[config.mk]
export PLATFORM = sky130hd
export DESIGN_NAME = fir_output_requantizer
export DESIGN_NICKNAME = d
export VERILOG_FILES = /design/src/rtl/fir_output_requantizer.sv
export SDC_FILE = /design/constraint.sdc
export NUM_CORES = 1
export LEC_CHECK = 0
export BUFFER_PORTS_ARGS = -buffer_cell sky130_fd_sc_hd__buf_4
export CORE_MARGIN = 1
export CORE_UTILIZATION = 64
export CTS_BUF_LIST = sky130_fd_sc_hd__clkbuf_8
export DETAILED_ROUTE_END_ITERATION = 16
export HOLD_SLACK_MARGIN = 0.02
export PLACE_DENSITY = 0.95
export SETUP_SLACK_MARGIN = 0.15
export SYNTH_ARGS = -nofsm -noshare
export SYNTH_HDL_FRONTEND = slang
export SYNTH_SLANG_ARGS = --single-unit
[constraint.sdc]
create_clock -name clk -period 5.4 [get_ports clk]
set_input_delay 0 -clock clk [delete_from_list [all_inputs] [get_ports clk]]
set_output_delay 0 -clock clk [all_outputs]
set_load 0.01 [all_outputs]
[src/rtl/fir_output_requantizer.sv]
// Requantizer behind the pipelined low-pass filter.
// Rounds the 64-bit accumulator output half-up, drops SHIFT fractional bits,
// saturates to OUT_W, keeps one sample in DECIM and queues it in a small FIFO
// behind a ready/valid port. Clipped and dropped samples are counted.
module fir_output_requantizer #(
    parameter int IN_W       = 64,
    parameter int OUT_W      = 32,
    parameter int SHIFT      = 31,
    parameter int DECIM      = 4,
    parameter int FIFO_DEPTH = 4
) (
    input  logic             clk,
    input  logic             rst,
    input  logic [IN_W-1:0]  y_in,
    input  logic             in_valid,
    output logic [OUT_W-1:0] out_data,
    output logic             out_sat,
    output logic             out_valid,
    input  logic             out_ready,
    output logic [15:0]      sat_cnt,
    output logic [15:0]      overflow_cnt,
    output logic             overflow
);

    localparam int STAGES = 2;
    localparam int AW     = (FIFO_DEPTH > 1) ? $clog2(FIFO_DEPTH) : 1;
    localparam int PH_W   = (DECIM > 1) ? $clog2(DECIM) : 1;

    // Rounding constant 2^(SHIFT-1) at the extended width.
    localparam logic [IN_W:0] ONE_EXT = (IN_W+1)'(1);
    localparam logic signed [IN_W:0] RND = ONE_EXT << (SHIFT - 1);
    // Representable OUT_W range, expressed at the extended width.
    localparam logic signed [IN_W:0] MAX_V = {{(IN_W-OUT_W+2){1'b0}}, {(OUT_W-1){1'b1}}};
    localparam logic signed [IN_W:0] MIN_V = {{(IN_W-OUT_W+2){1'b1}}, {(OUT_W-1){1'b0}}};

    typedef struct packed {
        logic             sat;
        logic [OUT_W-1:0] data;
    } smp_t;

    // ---------------- stage 1: round ----------------
    // One guard bit above IN_W keeps the +2^(SHIFT-1) from wrapping.
    logic signed [IN_W:0] y_ext, y_sum, y_rnd;
    logic signed [IN_W:0] s1_val;
    logic [STAGES:1]      vld_pipe;

    assign y_ext = $signed({y_in[IN_W-1], y_in});
    assign y_sum = y_ext + RND;
    assign y_rnd = y_sum >>> SHIFT;

    // Capture the rounded value of each valid input.
    always_ff @(posedge clk or posedge rst) begin
        if (rst)           s1_val <= '0;
        else if (in_valid) s1_val <= y_rnd;
    end

    // ---------------- stage 2: saturate + decimate ----------------
    logic             hi, lo, keep;
    logic [PH_W-1:0]  phase;
    smp_t             sat_smp, s2_smp;

    assign hi   = (s1_val > MAX_V);
    assign lo   = (s1_val < MIN_V);
    assign keep = (phase == '0);

    // Clamp to the OUT_W range and flag any clipping.
    always_comb begin
        sat_smp.sat  = hi | lo;
        sat_smp.data = s1_val[OUT_W-1:0];
        if (hi)      sat_smp.data = {1'b0, {(OUT_W-1){1'b1}}};
        else if (lo) sat_smp.data = {1'b1, {(OUT_W-1){1'b0}}};
    end

    // Phase only moves on real samples, so input gaps never shift the pick.
    always_ff @(posedge clk or posedge rst) begin
        if (rst)              phase <= '0;
        else if (vld_pipe[1]) phase <= (phase == PH_W'(DECIM - 1)) ? '0 : phase + 1'b1;
    end

    // Register the kept sample as the FIFO push request.
    always_ff @(posedge clk or posedge rst) begin
        if (rst)                      s2_smp <= '0;
        else if (vld_pipe[1] && keep) s2_smp <= sat_smp;
    end

    // Pipeline valid shift register; stage 2 valid means "kept".
    always_ff @(posedge clk or posedge rst) begin
        if (rst) vld_pipe <= '0;
        else begin
            vld_pipe[1] <= in_valid;
            vld_pipe[2] <= vld_pipe[1] && keep;
        end
    end

    // ---------------- output FIFO ----------------
    smp_t          mem [FIFO_DEPTH];
    smp_t          head;
    logic [AW-1:0] wr_ptr, rd_ptr;
    logic [AW:0]   count;
    logic          full, empty, push, pop, drop;

    assign full  = (count == (AW+1)'(FIFO_DEPTH));
    assign empty = (count == '0);
    assign pop   = out_valid && out_ready;
    // A pop in the same cycle frees the slot, so a full FIFO still accepts.
    assign push  = vld_pipe[STAGES] && (!full || pop);
    assign drop  = vld_pipe[STAGES] && full && !pop;

    // Storage needs no reset; the head is masked while empty.
    always_ff @(posedge clk) begin
        if (push) mem[wr_ptr] <= s2_smp;
    end

    // Pointer and occupancy bookkeeping; depth is a power of two so pointers wrap.
    always_ff @(posedge clk or posedge rst) begin
        if (rst) begin
            wr_ptr <= '0;
            rd_ptr <= '0;
            count  <= '0;
        end else begin
            if (push) wr_ptr <= wr_ptr + 1'b1;
            if (pop)  rd_ptr <= rd_ptr + 1'b1;
            case ({push, pop})
                2'b10:   count <= count + 1'b1;
                2'b01:   count <= count - 1'b1;
                default: count <= count;
            endcase
        end
    end

    assign head      = mem[rd_ptr];
    assign out_valid = !empty;
    assign out_data  = empty ? '0 : head.data;
    assign out_sat   = empty ? 1'b0 : head.sat;

    // ---------------- event counters ----------------
    // Saturation is counted when the sample is kept, whether or not it is later dropped.
    always_ff @(posedge clk or posedge rst) begin
        if (rst)
            sat_cnt <= '0;
        else if (vld_pipe[1] && keep && sat_smp.sat && sat_cnt != 16'hFFFF)
            sat_cnt <= sat_cnt + 16'd1;
    end

    // Count drops on a full FIFO and latch the sticky flag.
    always_ff @(posedge clk or posedge rst) begin
        if (rst) begin
            overflow_cnt <= '0;
            overflow     <= 1'b0;
        end else if (drop) begin
            overflow <= 1'b1;
            if (overflow_cnt != 16'hFFFF) overflow_cnt <= overflow_cnt + 16'd1;
        end
    end

endmodule

## Word level (Yosys, flattened, before mapping)

Memories as Yosys holds them, arrays and structs flattened.
Index checks and enable logic that the tools add are counted.

| storage, ports and cells | value |
|---|---|
| register bits | 111 |
| RAM bits | 132 |
| output and inout bits | 67 |
| word-level logic and storage cells | 52 |
| memories | 1 |

Memory list:

| name | words | width | rd ports | clocked after Yosys merged registers in | write ports | RTL line | RTL |
|---|---|---|---|---|---|---|---|
| mem | 4 | 33 | 1 | 0 | 1 | 96 | `smp_t mem [FIFO_DEPTH];` |

| cells by class | value |
|---|---|
| add/subtract/negate cells | 8 |
| order comparisons | 2 |
| eq/ne operators | 6 |
| multiplexer cells | 8 |
| bitwise gates (word level) | 1 |
| reductions and logical operators | 15 |

Operators with widths:

| operator | number |
|---|---|
| two-way mux 32 bit | 3 |
| adder 64 x 32 -> 65 bit (second input constant) | 1 |
| greater-than comparator 34 x 32 -> 1 bit (second input constant) | 1 |
| < comparator 34 x 32 -> 1 bit (second input constant) | 1 |
| adder 16 x 1 -> 16 bit (second input constant) | 2 |
| inequality test 16 bit (second input constant) | 2 |
| logical AND 1 bit | 7 |
| adder 2 x 1 -> 2 bit (second input constant) | 3 |
| case mux 3 bit (2 select lines) | 1 |
| == test 2 bit (second input constant) | 2 |
| adder 3 x 1 -> 3 bit (second input constant) | 1 |
| == test 3 bit (second input constant) | 1 |
| logical NOT 1 bit | 3 |
| logical NOT 3 bit | 1 |
| two-way mux 1 bit | 3 |
| subtractor 3 x 1 -> 3 bit (second input constant) | 1 |
| == test 2 x 1 -> 1 bit (second input constant) | 1 |
| logical NOT 2 bit | 1 |
| two-way mux 2 bit | 1 |
| AND reduction 2 bit | 1 |
| nonzero test 2 bit | 1 |
| logical OR 1 bit | 1 |
| bitwise OR 1 bit | 1 |

## Logic depth before layout (Yosys ltp)

| logic depth | value |
|---|---|
| depth after elaboration | 7 |
| gate-level depth with buffers | 9 |
| gate-level depth less buffers | 9 |

## Worst setup path after synthesis

No wires, ideal clock.

| path | value |
|---|---|
| path type | register to register |
| start point | reg count[0] |
| end point | reg count[2] |
| setup time | 0.125 ns |
| arrival | 1.954 ns |
| required time | 5.275 ns |
| path slack | 3.320 ns |
| cell stages (with the launch flop) | 10 |
| period minus slack after synthesis | 2.080 ns |
| cell sequence | dfrtp_1 -> or3_2 -> clkbuf_1 -> and2_1 -> ha_1 -> inv_1 -> fa_1 -> xor2_1 -> nor2_1 -> xor2_1 |

| between the ends | value |
|---|---|
| word-level cells in the longest chain between the ends | 7 |

Ends and longest elaborated chain:

| what | RTL line | RTL |
|---|---|---|
| from (decl) | 99 | `logic [AW:0] count;` |
| from (signal assigned) | 124 | `2'b10: count <= count + 1'b1;` |
| from (signal assigned) | 125 | `2'b01: count <= count - 1'b1;` |
| from (signal assigned) | 126 | `default: count <= count;` |
| logical NOT 3 bit | 103 | `assign empty = (count == '0);` |
| logical NOT 1 bit | 132 | `assign out_valid = !empty;` |
| logical AND 1 bit | 104 | `assign pop = out_valid && out_ready;` |
| logical OR 1 bit | 106 | `assign push = vld_pipe[STAGES] && (!full \|\| pop);` |
| logical AND 1 bit | 106 |  |
| == test 2 x 1 -> 1 bit or == test 2 bit (tied branches) | 123 | `case ({push, pop})` |
| case mux 3 bit (2 select lines) or nonzero test 2 bit (tied branches) | - |  |

Several ways; a longest one is shown, not always the timed one.
A chain may end at the register's enable or synchronous reset.

## Worst setup path in the final report

| path | value |
|---|---|
| start point | in y_in[32] |
| end point | reg s1_val[30] |

| between the ends | value |
|---|---|
| word-level cells in the longest chain between the ends | 1 |

Ends and longest elaborated chain:

| what | RTL line | RTL |
|---|---|---|
| from (decl) | 14 | `input logic [IN_W-1:0] y_in,` |
| adder 64 x 32 -> 65 bit | 48 | `assign y_sum = y_ext + RND;` |
| to (signal assigned) | 54 | `else if (in_valid) s1_val <= y_rnd;` |
| to (decl) | 44 | `logic signed [IN_W:0] s1_val;` |

No other way between the ends.

==> flow_summary.yaml <==
power_and_ir_drop:
  p_switching_mw: 1.88
  p_clk_share_pct: 24.1
  power_frac_comb_pct: 27.0
  netSwitchingFraction_pct: 32.1
  power_frac_seq_pct: 48.8
  power_density_nw_per_um2: 469
  total_power_mw: 5.83
  internal-power_mw: 3.96
  irDropWorstVdd_v: 0.000288
  p_leak_nw: 4.90
critical_path:
  cp_slowest_cell: "nor2_1"
  path_cells: "dlygate4sd3_1, buf_4, nand3_1, nor2_1, nand4_1, or3_1, dlygate4sd3_1, a31oi_1, dlygate4sd3_1"
  r2r_setup_slack_ps: 2770
  cp_num_cells: 9
  required_ps: 5870
  r2r_end: "count[2]"
  cpPeakStageDelay_ps: 790
  crit_arrival_ps: 3740
  crit_path_end_kind: "flop"
  crit_buf_inv: 4
  cp_max_fo: 12
  crit_family: "buffers and inverters"
  r2r_start: "count[0]"
  path_class: "input pin to flop"
  start_kind: "input pin"
  crit_top_cell: "dlygate4sd3_1"
  reg2reg_depth: 8
cells_and_area:
  syn_to_final_growth_pct: 20.7
  nets: 1014
  final-seq-area_um2: 6740
  layout-drive-gt1-share_pct: 22.5
  multi_input_area_um2: 3390
  antennaDiodeCount: 0
  fillers: 826
  fin_cells: 1177
die:
  num_rows: 46
  dieWidth_um: 129
  core_area_um2: 15800
  start_util_pct: 65.2
  die_h_um: 129
  die_area_um2: 16600
  io_pins: 135
logic_synthesis:
  synth_seq_cells: 243
  synth_edf_count: 132
  syn_area_um2: 10300
  syn-instance-count: 770
  avgSynthCellArea_um2: 13.4
  yosys-top-cells-area: "edfxtp_1 38%, dfrtp_1 27%, mux4_2 7.2%, nor2_1 3.1%, xor2_1 2.7%"
  synth_most_common_cell: "edfxtp_1"
  ys_types: 44
  synthTopCellsByCount: "132 x edfxtp_1, 111 x dfrtp_1, 84 x nor2_1, 64 x nand2_1, 40 x o21ai_0"
  yosysSeqAreaShare_pct: 65.3
  ys.flop_type: "edfxtp_1"
  synth_top_cell_by_area: "edfxtp_1"
  yosysTopAreaCellShare_pct: 38.4
  yosys_warnings: 0
  synthArstFlopShare_pct: 45.7
  synth_nets: 849
sta:
  setup_violations: 0
  hold_viol: 0
  slew_headroom_pct: 34.0
  clock.fmax_mhz: 305
  slew_violations: 0
  min_period_over_period_pct: 60.7
  skew_ps: 20.5
  grt_setup_unrepaired: "no"
  fin_crit_ps: 3280
  max_slew.worst_pin.slew_ps: 990
  fin_tns_setup_ps: 0
routing:
  dr_total_vias: 7434
  dr.pass1.iters: 6
  drtIter0Drc: 769
  via_per_inst: 6.32
  wl_per_cell_um: 22.2
  postRouteAntennaNets: 0
  routed_wirelength_um: 26100
  drc: 0
placement:
  place.gp.congestion: 0.813
  io_buffers: 104
  dp_hpwl_um: 13800
  dp.cells: 1062
min_path:
  min_from: "y_in[30]"
  hold_depth: 5
  hold_class: "input pin to flop"
  hold_end: "s1_val[8]"
global_routing:
  antenna_found_initial: 0
  grt-ovfl-total: 0
  track_usage_pct: 32.8
  grt_pass1_vias: 7527
  grt_pass1_wl_um: 40300
  grt_start_max_net_pins: 69
flow_run:
  drv_cap: 0
clocking:
  htree_levels: 2
  cts_buffers: 36
  clk_latency_ps: 530
  clk_pin_slew_ps: 70
  cts-root-buf: "clkbuf_8"
  postCtsSetupRepairBufs: 0
  cts_tree: "done"
  clk_path_buf_depth: 3
  clock-sinks: 243
run_status:
  status: "completed"
## cell usage in the layout, fill, tap and decap left out, drive strengths merged
cell type	instances
nor4	4
a31oi	4
nand2b	1
mux2i	1
nor4b	1
nand4	26
or4b	1
mux2	5
buf	109
dfrtp	111
fa	1
mux4	33
nor2	84
a211oi	2
clkbuf	41
or4	2
nor3b	2
or3	4
and2	37
edfxtp	132
and3	9
clkinv	12
and4	6
o21ai	40
dlygate4sd3	51
nor3	8
inv	25
or2b	1
clkinvlp	1
nand3	34
ha	10
nand4b	1
xnor2	29
a21oi	35
nand2	65
xor2	32
nor2b	1
## cell families after synthesis
kind of cell | after synthesis | share of synthesized area (%)
and+or+nand+nor | 287 | 14.2
DFF | 243 | 65.3
AOI/OAI and AO/OA | 81 | 4.12
xor gates and xnor gates | 61 | 5.18
buffers and inverters | 48 | 1.85
muxes | 39 | 7.88
adders and majority gates | 11 | 1.41
## registers in the layout, summed over array words and instances, names as in the netlist
signal / count
vld_pipe: 2
sat_cnt: 16
mem: 132
overflow: 1
s2_smp: 33
s1_val: 34
wr_ptr: 2
rd_ptr: 2
overflow_cnt: 16
count: 3
phase: 2
## per-layer routing
metal	track usage, %	share of wire, %	vias to the layer above
li1	-	-	3117
met1	39.2	35	3674
met2	56.9	51	524
met3	6.78	8.8	119
met4	16.7	4.9	0
met5	0	0	-
## area by class of cell
| cell class | count | share of cell area (%) |
|---|---|---|
| Timing Repair Buffer | 160 | 10.7 |
| Clock buffer | 41 | 4.53 |
| Inverter | 15 | 0.472 |
| Multi-Input combinational cell | 479 | 27.2 |
| Sequential cell | 243 | 54.2 |
| Clock inverter | 23 | 0.774 |
| Tap cell | 216 | 2.17 |
## what timing repair did
action,CTS,global route
hold buffers,51,0
endpoints found under the hold margin,97,0
gates resized for setup,0,0
## power by group through the flow
stage	clock network, mW	logic, mW	registers [mW]
global placement	0	1.42	2.81
finish	1.41	1.58	2.85
CTS	1.39	1.55	2.82
floorplan	0	1.00	2.68
global route	1.48	1.70	2.89
detailed placement	0	1.49	2.85
## worst reg2reg max path, stage by stage, from the launching register on
cell and delay, ps:
dfrtp_1 440, or3_2 800, and2_1 340, ha_1 250
inv_1 100, fa_1 190, xor2_1 180, nor2_1 80
xor2_1 140
## stage by stage
| step | utilization (%) | area (um2) | hold slack, ps | setup WS (ps) |
|---|---|---|---|---|
| after floorplan | - | 10300 | 31.4 | 2470 |
| final | 78.7 | 12500 | 131 | 2120 |
| after CTS | 78.7 | 12500 | 36.0 | 2420 |
| after detailed placement | 71.3 | 11300 | 176 | 2920 |
| after global routing | 78.7 | 12500 | 141 | 2010 |
| after global placement | 71.3 | 11300 | 170 | 2980 |
## worst max path at each step
stage               slack (ps)         end      from
floorplan                 2470    count[0]       rst
global placement          2980    count[2]  count[0]
detailed placement        2920    count[2]  count[0]
CTS                       2420  s1_val[30]  y_in[32]
global route              2010  s1_val[30]  y_in[33]
finish                    2120  s1_val[30]  y_in[32]
No activity file was read; power rests on OpenSTA's default activity.
